[src/rtl/usb_rx_bit_recovery.sv]
// USB receive bit recovery: edge-resynchronised phase counter, mid-bit sampling,
// NRZI decode, bit destuffing and per-byte bit counting.
module usb_rx_bit_recovery #(
    parameter int CLKS_PER_BIT = 8,
    parameter int SAMPLE_POINT = 3,
    parameter int STUFF_LEN    = 6
) (
    input  logic       clk,
    input  logic       n_rst,
    input  logic       enable,
    input  logic       d_plus_sync,
    input  logic       d_edge,
    output logic       shift_enable,
    output logic       d_orig,
    output logic       stuff_bit,
    output logic       stuff_err,
    output logic       byte_received,
    output logic [2:0] bit_count
);

    localparam int PW = $clog2(CLKS_PER_BIT);
    localparam int OW = $clog2(STUFF_LEN + 1);
    localparam logic [PW-1:0] PH_LAST   = PW'(CLKS_PER_BIT - 1);
    localparam logic [PW-1:0] PH_SAMPLE = PW'(SAMPLE_POINT);
    localparam logic [OW-1:0] ONES_MAX  = OW'(STUFF_LEN);

    logic [PW-1:0] phase;
    logic [OW-1:0] ones_cnt;
    logic          prev_sample;
    logic          sample_evt;
    logic          rx_bit;
    logic          at_limit;

    // Sampling looks at the current phase, so an edge in the sample cycle still samples.
    assign sample_evt = enable && (phase == PH_SAMPLE);
    assign rx_bit     = (d_plus_sync == prev_sample);
    assign at_limit   = (ones_cnt == ONES_MAX);

    always_ff @(posedge clk) begin
        if (!n_rst || !enable) begin
            phase         <= '0;
            ones_cnt      <= '0;
            prev_sample   <= 1'b1;
            shift_enable  <= 1'b0;
            d_orig        <= 1'b0;
            stuff_bit     <= 1'b0;
            stuff_err     <= 1'b0;
            byte_received <= 1'b0;
            bit_count     <= 3'd0;
        end else begin
            shift_enable  <= 1'b0;
            stuff_bit     <= 1'b0;
            byte_received <= 1'b0;

            if (d_edge)
                phase <= PW'(1);
            else if (phase == PH_LAST)
                phase <= '0;
            else
                phase <= phase + PW'(1);

            if (sample_evt) begin
                prev_sample <= d_plus_sync;
                if (at_limit) begin
                    // Bit after a full run of ones must be a stuffed zero.
                    ones_cnt <= '0;
                    if (rx_bit)
                        stuff_err <= 1'b1;
                    else
                        stuff_bit <= 1'b1;
                end else begin
                    shift_enable  <= 1'b1;
                    d_orig        <= rx_bit;
                    ones_cnt      <= rx_bit ? (ones_cnt + OW'(1)) : '0;
                    bit_count     <= bit_count + 3'd1;
                    byte_received <= (bit_count == 3'd7);
                end
            end
        end
    end

endmodule

[config.mk]
export PLATFORM = sky130hd
export DESIGN_NAME = usb_rx_bit_recovery
export DESIGN_NICKNAME = d
export VERILOG_FILES = /design/src/rtl/usb_rx_bit_recovery.sv
export SDC_FILE = /design/constraint.sdc
export NUM_CORES = 1
export LEC_CHECK = 0
export ABC_AREA = 1
export BUFFER_PORTS_ARGS = -buffer_cell sky130_fd_sc_hd__buf_2
export CORE_AREA = 5 5 42 44
export DETAILED_ROUTE_END_ITERATION = 7
export DIE_AREA = 0 0 47 49
export PLACE_DENSITY = 0.76
export SYNTH_ARGS = -nofsm -noshare
export SYNTH_HDL_FRONTEND = slang
export SYNTH_SLANG_ARGS = --single-unit
[constraint.sdc]
create_clock -name clk -period 3.1 [get_ports clk]
set_clock_uncertainty 0.05 [all_clocks]
set_input_delay 0.31 -clock clk [delete_from_list [all_inputs] [get_ports clk]]
set_output_delay 0.31 -clock clk [all_outputs]
set_load 0.005 [all_outputs]
==> reports/results.txt <==
CTS buffer count: 3
Seq cells post-synth: 15
Max-cap violations: 0
Layout Nets: 110
Area Overhead vs Synth: 15.3%
Starting Density: 0.495
GR Util All Layers: 0.129
register area share after synthesis: 0.433
clk sink count: 15
final hold viol count: 0
DR iter-0 viols: 15
register share of total power: 0.611
Power Density: 397 mW/mm2
Max rail drop VDD: 0.249 mV
total power: 0.318 mW
Final min period: 1.38 ns
final setup vio count: 0
drt via density: 4.91
post-route core utilization: 0.571
mean post-synth cell area: 8.56 um2
Detailed Place HPWL: 938 um
Final GP Congestion: 0.734
layout cells sized above 1: 0.299
leakage: 0.388 nW
die area: 0.00230 mm2
row count: 14
Syn. warnings: 0
P_int: 0.249 mW
sw power: 0.0691 mW
maximum buffer depth of the clock tree: 2
Slew Limit Fails: 0
Crit path required time: 3.27 ns
pre-CTS WS: 1.74 ns
hold slack: 0.210 ns
initial antenna violation count: 0
Critical Path AT: 1.55 ns
die height: 49 um
FILL cells: 142
Hold Path Class: primary input to register
period utilisation layout: 0.444
vias: 555
Setup WS post-layout: 1.72 ns
main combinational cell family by area after synthesis: simple AND/OR/NAND/NOR gates
type of origin of the critical path: register
Chip Width: 47 um
WL met2: 586 um
post-synth net total: 93
Routed Antenna Nets: 0
multiplexer area fraction after synthesis: 0
clk_lat worst skew: 0.28 ns
wire length on met1: 541 um
CTS Root Cell: clkbuf_4
Port Buffer Count: 12
Synth area leaders: dfxtp_1, ha_1, nand2_1, nor2_1, inv_1
count of different cell masters after synthesis: 17
pin count of the biggest net entering global routing: 9
crit path kind: register to register
Clock Pin Slew Worst Setup and Hold Paths: 0.08 ns
area leader, netlist: dfxtp_1
final non-filler cell area: 800 um2
final WL: 1.25 mm
CTS resizes: 0
total grt overflow: 0
Synth Area in Adders: 0.126
Post-CTS Setup Inserts: 0
Post-Syn Area: 693 um2
Synth Area in Compound Gates: 0.0939
first-pass GRT wire length: 2.15 mm
ANT cells: 0
met3 WL: 91 um
Highest Clock Rate: 727 MHz
Post-Synth Simple-Gate Area: 0.276
Setup TNS Final: 0 ns
hold_buf cts: 0
CTS tree: yes
top sig layer: met4
dpl cell area: 773 um2
fin cells: 113
status: complete, no violations
clock share of power: 0.340
worst slew pin tran: 0.239 ns
H-tree depth: 1
category of the worst setup path capture point: register
share of the synthesized area in the top cell type: 0.433
Post-Synth XOR/XNOR Area: 0
Post-Syn Instances: 81
Post-route DRC: 0
Crit Path Max Fanout: 6
number of top-level pins: 13
number of global-route vias before repair: 542
number of detailed-route iterations in the first pass: 6
Sw Ratio: 0.218
DP Cell Count: 109
core area: 0.00140 mm2
RSZ-0062 raised after global routing: no
drt wl/cell: 11.1 um
Rel. slew slack: 0.840
Logic pwr share: 0.049
## path summary, 6_finish.rpt
kind                   from   endpoint  slack, ns  cells after the start
setup / recovery   phase[0]     d_orig       1.72                      7
hold / removal       d_edge   phase[0]       0.21                      3
hold reg to reg   stuff_err  stuff_err       0.40                      2
setup reg to reg   phase[0]     d_orig       1.72                      7
## Yosys cell counts, drive strengths merged
library cell  instances
nand2                17
dfxtp                15
nor2                 14
inv                  13
ha                    7
a21oi                 6
o21ai                 4
nand3                 3
nor3b                 1
nor4                  1
## per-layer routing
metal | GRT usage | up-vias
li1 | - | 285
met1 | 0.143 | 245
met2 | 0.213 | 19
met3 | 0.0332 | 6
met4 | 0.0691 | 0
met5 | 0 | -
## placed cells by master (no fill, tap or decap), drive strengths merged
master	count
a21oi	6
buf	12
clkbuf	4
dfxtp	15
ha	7
inv	13
nand2	17
nand3	3
nor2	14
nor3b	1
nor4	1
o21ai	4
## power groups by stage
stage               logic, mW  clock network [mW]  registers (mW)
detailed placement     0.0155                   0           0.199
global route           0.0177               0.126           0.195
CTS                    0.0155               0.113           0.194
floorplan             0.00918                   0           0.199
global placement       0.0152                   0           0.199
finish                 0.0155               0.108           0.194
## registers in the layout (all words and copies together) (netlist names)
register	count
bit_count	3
byte_received	1
stuff_bit	1
ones_cnt	3
stuff_err	1
prev_sample	1
shift_enable	1
d_orig	1
phase	3
## worst max-delay path: stages (launching register included)
cell and delay [ns]:
dfxtp_1 0.33, ha_1 0.21, ha_1 0.23, nand2_4 0.14, inv_2 0.06, nand2_2 0.10, nand2_1 0.08, a21oi_2 0.12
## layout make-up
cell class / count / area, um2 / area share
Timing Repair Buffer: 12 / 60.1 / 0.0751
Sequential cell: 15 / 300 / 0.376
Clock buffer: 4 / 26.3 / 0.0329
Multi-Input combinational cell: 53 / 344 / 0.430
Tap cell: 16 / 20.0 / 0.0250
Inverter: 13 / 48.8 / 0.0610
## cell families after synthesis
kind of cell	Yosys count
AND/OR/NAND/NOR	36
flip-flops	15
buffers and inverters	13
AO/OA/AOI/OAI	10
adder cells (fa/ha/maj)	7
Note: power is estimated with default switching activity, not from simulation.
